--- config.mk ---
export PLATFORM = sky130hd
export DESIGN_NAME = seg_count_display
export DESIGN_NICKNAME = d
export VERILOG_FILES = /design/src/rtl/seg_count_display.sv
export SDC_FILE = /design/constraint.sdc
export NUM_CORES = 1
export LEC_CHECK = 0
export CORE_UTILIZATION = 29
export CTS_BUF_LIST = sky130_fd_sc_hd__clkbuf_2 sky130_fd_sc_hd__clkbuf_4 sky130_fd_sc_hd__clkbuf_8
export CTS_CLUSTER_SIZE = 8
export DETAILED_ROUTE_END_ITERATION = 12
export DONT_BUFFER_PORTS = 1
export PLACE_DENSITY = 0.55
export SYNTH_ARGS = -nofsm -noshare
export SYNTH_HDL_FRONTEND = slang
export SYNTH_SLANG_ARGS = --single-unit
--- constraint.sdc ---
create_clock -name clk -period 4.4 [get_ports clk]
set_input_delay 0.88 -clock clk [delete_from_list [all_inputs] [get_ports clk]]
set_output_delay 0.88 -clock clk [all_outputs]
set_load 0.005 [all_outputs]
--- src/rtl/seg_count_display.sv ---
// seg_count_display
//   Prescaled up/down BCD counter with a multiplexed 7-segment display driver.
//   A prescaler generates a count tick every PRESCALE_MAX+1 enabled cycles.
//   On each tick the BCD value steps up or down. It wraps between 0 and
//   COUNT_MAX and pulses `wrap` for one cycle. A free-running scan divider
//   rotates through the digits to drive a time-multiplexed display.
//
//   Optional feature: define LEADING_ZERO_BLANK_EN to blank every digit above
//   the most-significant nonzero digit. Digit 0 is never blanked.
//
// Ports
//   clk      : rising-edge clock
//   rst      : asynchronous active-high reset
//   en       : count enable (prescaler holds when low)
//   up       : direction, 1 = increment, 0 = decrement
//   load     : synchronous load strobe, has priority over tick
//   load_val : BCD load value, digit 0 in [3:0]; illegal values clamp to COUNT_MAX
//   value    : current BCD count (registered)
//   wrap     : one-cycle pulse on roll-over / roll-under
//   seg_out  : segments a..g in [0]..[6], active-high (registered)
//   dp       : decimal point, lit on digit 0 while paused (en=0)
//   dig_sel  : one-hot active-high digit enable (registered)
module seg_count_display #(
    parameter int PRESCALE_MAX = 10000000,
    parameter int DIGITS       = 2,
    parameter int COUNT_MAX    = 99,
    parameter int SCAN_DIV     = 1000
) (
    input  logic                  clk,
    input  logic                  rst,
    input  logic                  en,
    input  logic                  up,
    input  logic                  load,
    input  logic [4*DIGITS-1:0]   load_val,
    output logic [4*DIGITS-1:0]   value,
    output logic                  wrap,
    output logic [6:0]            seg_out,
    output logic                  dp,
    output logic [DIGITS-1:0]     dig_sel
);
    localparam int PW = (PRESCALE_MAX > 0) ? $clog2(PRESCALE_MAX + 1) : 1;
    localparam int SW = (SCAN_DIV > 0) ? $clog2(SCAN_DIV + 1) : 1;
    localparam int IW = (DIGITS > 1) ? $clog2(DIGITS) : 1;
    localparam int VW = 4 * DIGITS;

    function automatic logic [VW-1:0] to_bcd(input int v);
        logic [VW-1:0] r;
        int t;
        r = '0;
        t = v;
        for (int i = 0; i < DIGITS; i++) begin
            r[4*i +: 4] = 4'(t % 10);
            t = t / 10;
        end
        return r;
    endfunction

    // COUNT_MAX in BCD. With all digits legal, comparing BCD words as
    // unsigned binary gives the same order as comparing the decimal values.
    localparam logic [VW-1:0] MAX_BCD = to_bcd(COUNT_MAX);

    function automatic logic [6:0] hex7(input logic [3:0] d);
        case (d)
            4'h0: hex7 = 7'h3F;
            4'h1: hex7 = 7'h06;
            4'h2: hex7 = 7'h5B;
            4'h3: hex7 = 7'h4F;
            4'h4: hex7 = 7'h66;
            4'h5: hex7 = 7'h6D;
            4'h6: hex7 = 7'h7D;
            4'h7: hex7 = 7'h07;
            4'h8: hex7 = 7'h7F;
            4'h9: hex7 = 7'h6F;
            4'hA: hex7 = 7'h77;
            4'hB: hex7 = 7'h7C;
            4'hC: hex7 = 7'h39;
            4'hD: hex7 = 7'h5E;
            4'hE: hex7 = 7'h79;
            default: hex7 = 7'h71;
        endcase
    endfunction

    logic [PW-1:0]     presc_q, presc_d;
    logic [VW-1:0]     value_q, value_d;
    logic              wrap_q, wrap_d;
    logic [SW-1:0]     scan_cnt_q, scan_cnt_d;
    logic [IW-1:0]     scan_idx_q, scan_idx_d;
    logic [DIGITS-1:0] dig_sel_q, dig_sel_d;
    logic [6:0]        seg_q, seg_d;

    logic              tick;
    logic              load_ok;
    logic [VW-1:0]     bcd_inc, bcd_dec;
    logic              carry, borrow;
    logic [3:0]        cur_digit;
    logic [IW-1:0]     msd;
    logic              scan_adv;

    // BCD +1 / -1 with ripple carry/borrow across digits.
    always_comb begin
        bcd_inc = value_q;
        bcd_dec = value_q;
        carry   = 1'b1;
        borrow  = 1'b1;
        for (int i = 0; i < DIGITS; i++) begin
            if (carry) begin
                if (value_q[4*i +: 4] == 4'd9) begin
                    bcd_inc[4*i +: 4] = 4'd0;
                end else begin
                    bcd_inc[4*i +: 4] = value_q[4*i +: 4] + 4'd1;
                    carry = 1'b0;
                end
            end
            if (borrow) begin
                if (value_q[4*i +: 4] == 4'd0) begin
                    bcd_dec[4*i +: 4] = 4'd9;
                end else begin
                    bcd_dec[4*i +: 4] = value_q[4*i +: 4] - 4'd1;
                    borrow = 1'b0;
                end
            end
        end
    end

    // The load value is accepted only if every digit is legal BCD and the
    // value does not exceed COUNT_MAX.
    always_comb begin
        load_ok = (load_val <= MAX_BCD);
        for (int i = 0; i < DIGITS; i++) begin
            if (load_val[4*i +: 4] > 4'd9) load_ok = 1'b0;
        end
    end

    always_comb begin
        presc_d = presc_q;
        value_d = value_q;
        wrap_d  = 1'b0;
        tick    = en && (presc_q == PW'(PRESCALE_MAX));
        if (load) begin
            presc_d = '0;
            value_d = load_ok ? load_val : MAX_BCD;
        end else if (en) begin
            if (tick) begin
                presc_d = '0;
                if (up) begin
                    if (value_q == MAX_BCD) begin
                        value_d = '0;
                        wrap_d  = 1'b1;
                    end else begin
                        value_d = bcd_inc;
                    end
                end else begin
                    if (value_q == '0) begin
                        value_d = MAX_BCD;
                        wrap_d  = 1'b1;
                    end else begin
                        value_d = bcd_dec;
                    end
                end
            end else begin
                presc_d = presc_q + 1'b1;
            end
        end
    end

    // The scan runs regardless of en, so the display stays lit while paused.
    always_comb begin
        scan_adv   = (scan_cnt_q == SW'(SCAN_DIV));
        scan_cnt_d = scan_adv ? '0 : scan_cnt_q + 1'b1;
        scan_idx_d = scan_idx_q;
        if (scan_adv) begin
            scan_idx_d = (scan_idx_q == IW'(DIGITS - 1)) ? '0 : scan_idx_q + 1'b1;
        end
    end

    // dig_sel and seg_out are both registered from the current scan index,
    // so the selected digit and its pattern change on the same edge.
    always_comb begin
        cur_digit = value_q[3:0];
        dig_sel_d = '0;
        msd       = '0;
        for (int i = 0; i < DIGITS; i++) begin
            if (scan_idx_q == IW'(i)) begin
                cur_digit    = value_q[4*i +: 4];
                dig_sel_d[i] = 1'b1;
            end
            if (value_q[4*i +: 4] != 4'd0) msd = IW'(i);
        end
`ifdef LEADING_ZERO_BLANK_EN
        seg_d = (scan_idx_q > msd) ? 7'h00 : hex7(cur_digit);
`else
        seg_d = hex7(cur_digit);
`endif
    end

    always_ff @(posedge clk or posedge rst) begin
        if (rst) begin
            presc_q    <= '0;
            value_q    <= '0;
            wrap_q     <= 1'b0;
            scan_cnt_q <= '0;
            scan_idx_q <= '0;
            dig_sel_q  <= DIGITS'(1);
            seg_q      <= 7'b0111111;
        end else begin
            presc_q    <= presc_d;
            value_q    <= value_d;
            wrap_q     <= wrap_d;
            scan_cnt_q <= scan_cnt_d;
            scan_idx_q <= scan_idx_d;
            dig_sel_q  <= dig_sel_d;
            seg_q      <= seg_d;
        end
    end

    assign value   = value_q;
    assign wrap    = wrap_q;
    assign seg_out = seg_q;
    assign dig_sel = dig_sel_q;
    // Paused indicator. rst gates it so the pin reads 0 during reset,
    // even though dig_sel then selects digit 0.
    assign dp      = dig_sel_q[0] & ~en & ~rst;

endmodule

# Word-level counts from Yosys, hierarchy flattened
# Memories as Yosys holds them, arrays and structs flattened. A register that Yosys moved wholly into a read port is not among the register bits.
# Index checks and enable logic that the tools add are counted.
dict set report word_totals {
  ramBits 0
  n_memories 1
  latchBits 0
  reg_bits 46
  romBits 112
}
dict set report classes {
  bitwise 4
  muxes 31
  n_shift 0
  n_eq_ne 6
  n_addsub 7
  mul 0
  n_reduce_logical 9
  n_div 0
  n_lt_le_gt_ge 3
}
# name depth width rd rd_ports_with_merged_regs wr line
set memory_table {}
lappend memory_table {{(no name shown)} 16 7 1 1 0 63} ;# case (d)
# operator count
set op_table {}
lappend op_table {{2-to-1 mux 24 bit} 3}
lappend op_table {{2-to-1 mux 8 bit} 7}
lappend op_table {{2-to-1 mux 4 bit} 7}
lappend op_table {{adder 24 x 1 -> 24 bit, second input constant} 1}
lappend op_table {{== test 24 bit, second input constant} 1}
lappend op_table {{2-to-1 mux 1 bit} 13}
lappend op_table {{adder 10 x 1 -> 10 bit, second input constant} 1}
lappend op_table {{== test 10 bit, second input constant} 1}
lappend op_table {{2-to-1 mux 10 bit} 1}
lappend op_table {{adder 4 x 1 -> 4 bit, second input constant} 2}
lappend op_table {{== test 4 bit, second input constant} 2}
lappend op_table {{== test 8 bit, second input constant} 1}
lappend op_table {{> comparator 4 bit, second input constant} 2}
lappend op_table {{less-or-equal comparator 8 bit, second input constant} 1}
lappend op_table {{zero test 4 bit} 2}
lappend op_table {{zero test 8 bit} 1}
lappend op_table {{subtractor 4 x 1 -> 4 bit, second input constant} 2}
lappend op_table {{inequality test 4 x 1 -> 1 bit, second input constant} 1}
lappend op_table {{AND reduction 4 bit} 1}
lappend op_table {{nonzero test 2 bit} 2}
lappend op_table {{nonzero test 4 bit} 1}
lappend op_table {{bitwise AND 1 bit} 2}
lappend op_table {{NOT 1 bit} 2}
lappend op_table {{AND reduction 2 bit} 1}
lappend op_table {{2 further kinds} 2}

# Longest topological paths before layout
# Gate-level depths: netlist of run 1.
dict set report logic_depth {
  word_depth 8
  depth_mapped 7
}

# Worst setup path before layout of run 1
# OpenSTA, ideal clock, no wires.
dict set report synth_timing {
  path_kind {input port to output port}
  from {input rst}
  to {output dp}
  slack_ns 1.234
  stages 2
  required_time_ns 3.520
  arrival_ns 2.286
  cell_sequence {inv_1 and3_1}
}
dict set report synth_via {
  elab_chain_cells 2
}
# element line
set synth_lines {}
lappend synth_lines {{start, declared} 30} ;# input logic rst,
lappend synth_lines {{NOT 1 bit} 222} ;# assign dp = dig_sel_q[0] & ~en & ~rst;
lappend synth_lines {{bitwise AND 1 bit} 222}
lappend synth_lines {{end, declared} 38} ;# output logic dp,
# No other way between the ends.

# Final worst setup path of run 1
dict set report layout_timing {
  from {register value_q[0] (netlist: value[0])}
  to {register value_q[6] (netlist: value[6])}
}
dict set report layout_via {
  elab_chain_cells 6
  word_cells_on_any_way 15
  classes_between {eq/ne: 3; mux: 8; reduce/logical: 4}
}
# element line
set layout_lines {}
lappend layout_lines {{start, declared} 84} ;# logic [VW-1:0] value_q, value_d;
lappend layout_lines {{start signal, assigned} 207} ;# value_q <= value_d;
lappend layout_lines {{== test 8 bit or zero test 8 bit (tied branches)} {146, 153}}
lappend layout_lines {{2-to-1 mux 8 bit, on equally long branches} {146, 153}}
lappend layout_lines {{2-to-1 mux 8 bit} 145} ;# if (up) begin
lappend layout_lines {{2-to-1 mux 8 bit} 143} ;# if (tick) begin
lappend layout_lines {{2-to-1 mux 8 bit} 142} ;# end else if (en) begin
lappend layout_lines {{2-to-1 mux 8 bit} 139} ;# if (load) begin
# Several ways; a longest one is shown, not always the timed one. The select of a mux whose other input is x is not followed.
# A chain may end at the register's enable or synchronous reset.

==> summary.md, run 1 <==
| Metric | Value |
|---|---|
| Clk pin slew, worst setup/hold paths | 120 ps |
| Crit-path cells | inv_1 > ha_1 > nor3b_1 > a31oi_1 > nor2_1 > a21oi_1 > mux2_1 |
| CTS Sinks | 53 |
| Min Clock Period, post-route | 2330 ps |
| Drt initial violations | 95 |
| Worst Path Required | 4620 ps |
| Async S/R FF share, synth | 100% |
| Setup TNS | 0 ps |
| Unrepaired setup endpoints after global routing | no |
| Placed instance count | 485 |
| Routability Congestion | 0.839 |
| Placeable Area | 10900 um2 |
| Vias in the first global route | 2587 |
| Clk network pwr share | 27.0% |
| Vias per inst | 5.29 |
| CP max stage cell | dfrtp_1 |
| Routed WL per cell | 15.8 um |
| Tot Pwr | 0.00112 W |
| Highest clock rate | 428 MHz |
| Crit Path Max Fanout | 8 |
| Initial core utilization | 29.9% |
| CTS tree | done |
| Global route overflow | 0 |
| Proportion of layout cells with a drive suffix above 1 | 7.65% |
| Die X-Extent | 108 um |
| IO Pins | 32 |
| Cell count after synthesis | 357 |
| Synth Register Bits | 53 |
| First-pass GRT wire length | 13300 um |
| Hold WC Path Type | flop to flop |
| Switching part of the total | 33.4% |
| Max Buffers Root-to-Sink | 2 |
| Antenna viol nets, final | 0 |
| Post_cts resized | 0 |
| Gr usage total | 14.3% |
| CP Capture Type | flop |
| Total Nets Final | 382 |
| Postcts setup bufs | 0 |
| Prevailing post-synth register cell | dfrtp_1 |
| First-pass iteration count of the detailed router | 4 |
| Root Driver | clkbuf_8 |
| Hold Fails Final Rpt | 0 |
| Final Instance Count excl. Fillers | 493 |
| Part of the power in registers | 54.1% |
| Synth top area share | 35.3% |
| Final HPWL DP | 5520 um |
| Ant diodes | 0 |
| Total CTS buffers | 5 |
| Relative slew slack | 33.7% |
| Synth area leader | dfrtp_1 |
| Internal power | 0.000745 W |
| Buf/Inv on CP | 1 |
| Max Slew Vio Count | 0 |
| Initial antenna violation count | 0 |
| Critical path launch point type | flop |
| Post-Syn Area per Cell | 9.13 um2 |
| Sw Pwr | 0.000374 W |
| Std cell rows | 38 |
| Slowest stage delay, CP | 540 ps |
| Final period util | 53.0% |
| Area Overhead vs Synth | 7.06% |
| Max-cap violations | 0 |
| Worst setup path class | flop to flop |
| Part of the power in combinational logic | 18.9% |
| Setup violations, final | 0 |
| PortBufs | 0 |
| Syn nets | 387 |
| Clock latency at the later pin of the worst-skew pair | 320 ps |
| Routed WL | 7770 um |
| Power density relative to cell area | 321 nW/um2 |
| Worst IR Drop VDD | 0.000140 V |
| Die area | 11700 um2 |
| Actual slew at the worst max-slew pin | 967 ps |
| Cell area after synthesis | 3260 um2 |
| Cts hold-fix bufs | 0 |
| Top cells by area, synth | dfrtp_1 35%, ha_1 6.5%, dfstp_2 5.6% |
| Die Y | 108 um |
| Ys Warns | 0 |
| Htree depth | 2 |
| DRC errors left | 0 |
| Cell family with most CP delay | compound AO/OA/AOI/OAI gates |
| Register area share after synthesis | 40.9% |
| Via count | 2607 |
| Outcome | completed |
| Pin count of the biggest net entering global routing | 54 |
| Worst EP arrival | 2550 ps |
| EDFF count, synth | 0 |
| Pleak | 1.43 nW |
| Synth cell types | 63 |
| Skew final | 18.6 ps |
==> cells in the final DEF (no fill, tap or decap), types with 8 or more instances in the layout <==
master    n
a21oi_1  18
and3_1   10
dfrtp_1  46
ha_1     17
inv_1    17
mux2i_1   8
nand2_1  27
nand3_1  15
nand4_1   8
nor2_1   43
nor3_1    9
o21ai_0  11
xnor2_1   8
xor2_1   17
==> cell usage after synthesis (3+ instances only) <==
cell	count
dfrtp_1	46
nor2_1	43
nand2_1	27
a21oi_1	18
inv_1	18
ha_1	17
xor2_1	17
nand3_1	15
clkbuf_1	12
o21ai_0	11
and3_1	10
nor3_1	9
mux2i_1	8
nand4_1	8
xnor2_1	8
dfstp_2	7
a31oi_1	6
o211ai_1	4
or3_1	4
and4_1	3
nor3b_1	3
nor4b_1	3
o21a_1	3
==> metal layers <==
metal	GRT usage, %	share of wire, %	wire [um]	up-vias
met5	0	0	0	-
met4	3.72	0.80	62	0
met3	3.56	5.4	420	7
met2	23.8	47	3690	62
met1	18.4	46	3600	1269
li1	-	-	-	1269
==> sequential cells by signal, summed over array words and instances (netlist names) <==
| signal | cells |
|---|---|
| dig_sel | 2 |
| presc_q | 24 |
| scan_cnt_q | 10 |
| scan_idx_q | 1 |
| seg_out | 7 |
| value | 8 |
| wrap | 1 |
==> power by group through the flow <==
| stage | sequential [W] | combinational [W] | clock (W) |
|---|---|---|---|
| global placement | 0.000613 | 0.000209 | 0 |
| CTS | 0.000606 | 0.000212 | 0.000316 |
| detailed placement | 0.000613 | 0.000209 | 0 |
| floorplan | 0.000572 | 0.000201 | 0 |
| finish | 0.000605 | 0.000211 | 0.000302 |
| global route | 0.000614 | 0.000241 | 0.000335 |
==> stage by stage <==
stage / utilization, % / worst slack, ps / instance area, um2 / hold WS (ps)
after detailed placement: 31.2 / 2070 / 3400 / 512
after floorplan: - / 1230 / 3260 / 352
after global placement: 31.2 / 2100 / 3400 / 493
after CTS: 32.1 / 2080 / 3490 / 528
final: 32.1 / 2070 / 3490 / 523
after global routing: 32.1 / 1800 / 3490 / 547
==> layout make-up <==
cell class,instances,area (um2)
fillers,1125,7400
well taps,140,175
inverters,18,67.6
multi-input cells,272,1800
clock inverters,3,26.3
clock buffers,5,68.8
flip-flops and latches,53,1340
repair buffers,2,15.0
==> cell families after synthesis <==
family / share of synthesized area, %
AOI/OAI and AO/OA: 15.1
xor gates and xnor gates: 6.72
adders and majority gates: 6.52
buffers and inverters: 3.76
DFF: 40.9
muxes: 3.49
and+or+nand+nor: 23.5
==> final timing paths <==
kind | cells after the start | start | slack (ps) | endpoint
max | 7 | value[0]$_DFFE_PP0P_ | 2070 | value[6]$_DFFE_PP0P_
min | 1 | scan_cnt_q[9]$_DFF_PP0_ | 520 | scan_cnt_q[9]$_DFF_PP0_
max reg2reg | 7 | value[0]$_DFFE_PP0P_ | 2070 | value[6]$_DFFE_PP0P_
min reg2reg | 1 | scan_cnt_q[9]$_DFF_PP0_ | 520 | scan_cnt_q[9]$_DFF_PP0_
max in group asynchronous | 2 | rst | 3310 | presc_q[5]$_DFFE_PP0N_
min in group asynchronous | 2 | rst | 630 | scan_cnt_q[7]$_DFF_PP0_
Note: power is estimated with default switching activity, not from simulation.
==> inputs of run 2 (changes only) <==
Settings changed: PLACE_DENSITY 0.55 to 0.56.
Clock period 4.4 ns to 1.95 ns, I/O delays scaled along.
==> run 2 against run 1 <==
Compared with the run above:
- cell area grew 9.0%
- combinational power grew to 3.2 times the previous value
- sequential power grew 110%
- critical path depth is the same
- via count grew 3.7%
==> summary.md, run 2 (synthesis gave the netlist of run 1 again) <==
| Metric | Value |
|---|---|
| Htree depth | 2 |
| Die area | 11700 um2 |
| Setup violations, final | 0 |
| Hold Fails Final Rpt | 0 |
| Total CTS buffers | 5 |
| Final Instance Count excl. Fillers | 526 |
| Pin count of the biggest net entering global routing | 54 |
| Max Buffers Root-to-Sink | 2 |
| Vias in the first global route | 2751 |
| Worst Path Required | 2150 ps |
| Clock latency at the later pin of the worst-skew pair | 310 ps |
| Hold WC Path Type | input pin to flop |
| Min Clock Period, post-route | 1840 ps |
| GR Util met3 | 2.89% |
| Max reg flops | 24 |
| Std cell rows | 38 |
| Max-cap violations | 0 |
| Outcome | completed |
| Place WS | 30.5 ps |
| Die Y | 108 um |
| Most crowded layer after global routing | met2 |
| Global route overflow | 0 |
| Crit Path Max Fanout | 4 |
| Pleak | 1.61 nW |
| Initial core utilization | 29.9% |
| Routability Congestion | 0.845 |
| Routed WL | 7740 um |
| Skew final | 7.85 ps |
| Die X-Extent | 108 um |
| Final HPWL DP | 5720 um |
| CTS tree | done |
| Proportion of layout cells with a drive suffix above 1 | 18.4% |
| CTS Sinks | 53 |
| Actual slew at the worst max-slew pin | 680 ps |
| Antenna viol nets, final | 0 |
| Max Slew Vio Count | 0 |
| Vias per inst | 5.14 |
| Initial antenna violation count | 0 |
| Power density relative to cell area | 683 nW/um2 |
| Drt initial violations | 141 |
| First-pass GRT wire length | 13600 um |
| Reg with most FFs | presc_q |
| First-pass iteration count of the detailed router | 4 |
| Setup TNS | 0 ps |
| Met2 Track Usage GR | 24.4% |
| PortBufs | 0 |
| Gr usage total | 14.7% |
| Routed WL per cell | 14.7 um |
| Cts hold-fix bufs | 0 |
| Placeable Area | 10900 um2 |
| Area Overhead vs Synth | 16.7% |
| Critical path launch point type | flop |
| Fillers | 1082 |
| Highest clock rate | 544 MHz |
| DRC errors left | 0 |
| Most common library cell in the layout ignoring fill and taps | dfrtp_1 |
| Fin worst setup slack | 112 ps |
| Root Driver | clkbuf_8 |
| Worst setup path class | flop to flop |
| Placed instance count | 517 |
| Total Nets Final | 415 |
| Most frequent cells in the layout | 44 x dfrtp_1, 42 x nor2_1, 33 x buf_4 |
| Worst IR Drop VDD | 0.000412 V |
| Relative slew slack | 54.7% |
| CP Capture Type | flop |
| M1 GR Usage | 18.6% |
| Via count | 2703 |
| Worst EP arrival | 2040 ps |
| Clk pin slew, worst setup/hold paths | 100 ps |
| IO Pins | 32 |
| Final period util | 94.3% |
| Ant diodes | 0 |
-- run 2: cell types whose count changed in the layout (fill, tap and decap cells not counted), moves of 2 or more --
cell      previous run  this run
buf_6                0         2
o21ai_0             11         9
dfrtp_1             46        44
dfrtp_2              0         2
nor4b_2              0         3
nor4b_1              3         0
clkinv_2             0         2
buf_4                2        33
-- run 2: stage by stage --
| step | total power [W] | hold WS (ps) | area [um2] | utilization, % |
|---|---|---|---|---|
| after detailed placement | 0.00199 | 459 | 3640 | 33.5 |
| after CTS | 0.00262 | 116 | 3730 | 34.3 |
| after floorplan | 0.00174 | 352 | 3270 | - |
| after global routing | 0.00277 | 107 | 3800 | 34.9 |
| final | 0.00260 | 132 | 3800 | 34.9 |
| after global placement | 0.00198 | 460 | 3640 | 33.5 |
-- run 2: critical path, stage by stage (launching register included) --
cell,delay (ps)
dfrtp_1,410
inv_1,100
ha_1,160
nor4bb_4,200
nand4_1,260
nor2_2,200
a21oi_2,90
mux2_1,320
-- run 2: worst paths after layout --
| path | to | slack (ps) | depth (start not counted) | from |
|---|---|---|---|---|
| hold reg to reg | scan_cnt_q[9]$_DFF_PP0_ | 500 | 1 | scan_cnt_q[9]$_DFF_PP0_ |
| hold / removal | presc_q[1]$_DFFE_PP0N_ | 130 | 1 | load |
| max in group asynchronous | presc_q[8]$_DFFE_PP0N_ | 1290 | 2 | rst |
| setup reg to reg | value[6]$_DFFE_PP0P_ | 110 | 7 | presc_q[0]$_DFFE_PP0N_ |
| setup / recovery | value[6]$_DFFE_PP0P_ | 110 | 7 | presc_q[0]$_DFFE_PP0N_ |
| min in group asynchronous | dig_sel[1]$_DFF_PP0_ | 150 | 2 | rst |
-- run 2: report_power, final --
| part | internal [W] | total, W | switching [W] | leakage, nW |
|---|---|---|---|---|
| Clock | 0.000249 | 0.000624 | 0.000375 | 0.0439 |
| Sequential | 0.00121 | 0.00130 | 0.0000893 | 0.674 |
| Combinational | 0.000307 | 0.000672 | 0.000365 | 0.889 |
-- run 2: routing by layer --
metal	vias up	wire length, um
met5	-	0
met4	0	121
met3	13	322
met2	53	3710
met1	1308	3580
li1	1329	-
-- run 2: final cells by class --
class / count / area [um2] / share of cell area, %
flip-flops and latches: 53 / 1340 / 35.2
clock buffers: 5 / 68.8 / 1.81
inverters: 18 / 71.3 / 1.87
multi-input cells: 272 / 1860 / 49.0
repair buffers: 35 / 270 / 7.10
well taps: 140 / 175 / 4.60
clock inverters: 3 / 17.5 / 0.460
-- run 2: timing repair --
item,in CTS,in global routing
setup buffers,0,1
setup endpoints to repair,1,30
pin swaps,0,4
gates resized for setup,1,15
==> inputs of run 3 (changes only) <==
Settings changed: GPL_TIMING_DRIVEN set to 0.
==> run 3 against run 2 <==
Compared with the run above:
- the flow now finishes with violations (setup timing)
- worst hold slack worse by 130 ps
- count of clock-buffer cells in the layout grew 2
- cell count shrank 1.9%
- critical path type unchanged
- global-route usage fell by 0.32 points
- combinational power decreased by 1%
- total power is 3.2% higher
- largest power group unchanged
- critical path depth grew 1
- clock power rose by 12%
- worst setup slack got worse by 140 ps
- utilization grew 0.39 points
- sequential share of layout area fell by 0.26 points
- register-to-register slack got worse by 140 ps
==> summary.md, run 3 (synthesis gave the netlist of run 1 again) <==
| Metric | Value |
|---|---|
| Ant diodes | 0 |
| Clock latency at the later pin of the worst-skew pair | 320 ps |
| Clk pin slew, worst setup/hold paths | 100 ps |
| Routed WL | 8280 um |
| Proportion of layout cells with a drive suffix above 1 | 19.4% |
| Antenna viol nets, final | 0 |
| Pleak | 1.54 nW |
| Final HPWL DP | 5440 um |
| Fillers | 1095 |
| Initial antenna violation count | 0 |
| Highest clock rate | 506 MHz |
| Relative slew slack | 60.1% |
| Worst EP arrival | 2200 ps |
| Cell family with most CP delay | flip-flops |
| CP Capture Type | flop |
| Max Buffers Root-to-Sink | 2 |
| Part of the power in registers | 49.2% |
| Final Instance Count excl. Fillers | 516 |
| CTS Sinks | 53 |
| Switching part of the total | 32.4% |
| Reg with most FFs | presc_q |
| Sw Pwr | 0.000868 W |
| Placed instance count | 497 |
| Worst setup path class | flop to flop |
| Root Driver | clkbuf_8 |
| Setup violations, final | 1 |
| Total CTS buffers | 5 |
| Via count | 2771 |
| Crit Path Max Fanout | 8 |
| Die area | 11700 um2 |
| Max Slew Vio Count | 0 |
| Crit-path cells | inv_4 > ha_4 > nor3b_4 > a31oi_1 > nor2_1 > a21oi_2 > buf_4 > mux2i_2 |
| Clk network pwr share | 26.0% |
| Final period util | 101% |
| Internal power | 0.00181 W |
| IO Pins | 32 |
| Vias per inst | 5.37 |
| Area Overhead vs Synth | 18.0% |
| Gr usage total | 14.4% |
| CP max stage cell | dfrtp_2 |
| Power density relative to cell area | 696 nW/um2 |
| Hold Fails Final Rpt | 0 |
| Outcome | finished, violations left |
| Max reg flops | 24 |
| Buf/Inv on CP | 2 |
| CTS tree | done |
| Worst Path Required | 2180 ps |
| Drt initial violations | 151 |
| First-pass GRT wire length | 13200 um |
| Min Clock Period, post-route | 1980 ps |
| Fin worst setup slack | -26.4 ps |
| Failing checks | setup timing |
| Part of the power in combinational logic | 24.8% |
| Pin count of the biggest net entering global routing | 28 |
| Placeable Area | 10900 um2 |
| Skew final | 9.30 ps |
| Tot Pwr | 0.00268 W |
| Die Y | 108 um |
| Total Nets Final | 405 |
| Routed WL per cell | 16.0 um |
| Critical path launch point type | flop |
| Hold WC Path Type | input pin to asynchronous set/reset pin |
| Vias in the first global route | 2706 |
| Initial core utilization | 29.9% |
| Die X-Extent | 108 um |
| DRC errors left | 0 |
| Global route overflow | 0 |
| Cts hold-fix bufs | 0 |
| Slowest stage delay, CP | 540 ps |
| Actual slew at the worst max-slew pin | 583 ps |
| Most common library cell in the layout ignoring fill and taps | nor2_1 |
| First-pass iteration count of the detailed router | 4 |
| Unrepaired setup endpoints after global routing | yes |
| Std cell rows | 38 |
| Most frequent cells in the layout | 42 x nor2_1, 40 x dfrtp_1, 27 x nand2_1 |
| PortBufs | 0 |
| Htree depth | 2 |
| Max-cap violations | 0 |
| Worst IR Drop VDD | 0.000455 V |
| Routability Congestion | 0.820 |
[run 3: cell count changes in the layout (fill, tap and decap cells not counted), sizes merged]
| cell | previous run | this run |
|---|---|---|
| clkbuf | 5 | 17 |
| buf | 35 | 13 |
| clkinv | 2 | 1 |
| dlymetal6s2s | 0 | 1 |
[run 3: timing repair]
item,CTS,global route
setup buffers,3,9
resized for setup,19,33
setup endpoints to repair,35,38
gates cloned,1,0
pin swaps,3,8
hold endpoints to repair,0,0
[run 3: metrics by stage]
stage	setup TNS (ps)	hold slack, ps	cell area, um2	utilization [%]	worst slack, ps
6_report	-26.4	5.10	3850	35.3	-26.4
5_1_grt	-131	44.3	3850	35.3	-76.6
4_1_cts	-242	19.1	3640	33.4	-80.9
3_5_place_dp	-7910	365	3440	31.6	-383
3_3_place_gp	-7010	359	3440	31.6	-376
2_1_floorplan	0	352	3270	-	2.95
[run 3: final timing paths]
path / start / cells past startpoint / slack (ps) / end
setup / recovery: value[0]$_DFFE_PP0P_ / 8 / -30 / value[7]$_DFFE_PP0P_
setup reg to reg: value[0]$_DFFE_PP0P_ / 8 / -30 / value[7]$_DFFE_PP0P_
max in group asynchronous: rst / 1 / 1550 / presc_q[18]$_DFFE_PP0N_
min in group clk: load_val[0] / 2 / 240 / value[0]$_DFFE_PP0P_
hold reg to reg: scan_cnt_q[0]$_DFF_PP0_ / 1 / 510 / scan_cnt_q[0]$_DFF_PP0_
hold / removal: rst / 1 / 5 / scan_cnt_q[7]$_DFF_PP0_
[run 3: final cells by class]
| type | instances | area [um2] | area share, % |
|---|---|---|---|
| plain buffers | 12 | 61.3 | 1.59 |
| clock buffers | 7 | 96.3 | 2.50 |
| clock inverters | 1 | 5.00 | 0.130 |
| inverters | 18 | 76.3 | 1.98 |
| multi-input cells | 272 | 1990 | 51.7 |
| flip-flops and latches | 53 | 1340 | 34.9 |
| well taps | 140 | 175 | 4.55 |
| repair buffers | 12 | 95.1 | 2.47 |
| repair inverters | 1 | 7.51 | 0.195 |
[run 3: worst register-to-register path, delay by kind of cell (launching register included)]
family                     cells  cell delay [ps]
buffers and inverters          2              250
muxes                          1              240
adders and majority gates      1              180
DFF                            1              540
AOI/OAI and AO/OA              2              430
and+or+nand+nor                2              240
[run 3: layer usage]
layer  up-vias  track usage [%]  share of wire, %
met2        77             24.9                50
met3        12             2.71               4.8
li1       1314                -                 -
met1      1368             17.8                44
met5         -                0                 0
met4         0             4.70               1.5
[run 3: power by group through the flow]
stage          Sequential (W)  Clock [W]  Combinational (W)
4_1_cts               0.00131   0.000720           0.000592
3_3_place_gp          0.00133          0           0.000572
5_1_grt               0.00133   0.000751           0.000733
2_1_floorplan         0.00129          0           0.000454
6_report              0.00132   0.000696           0.000665
3_5_place_dp          0.00132          0           0.000575
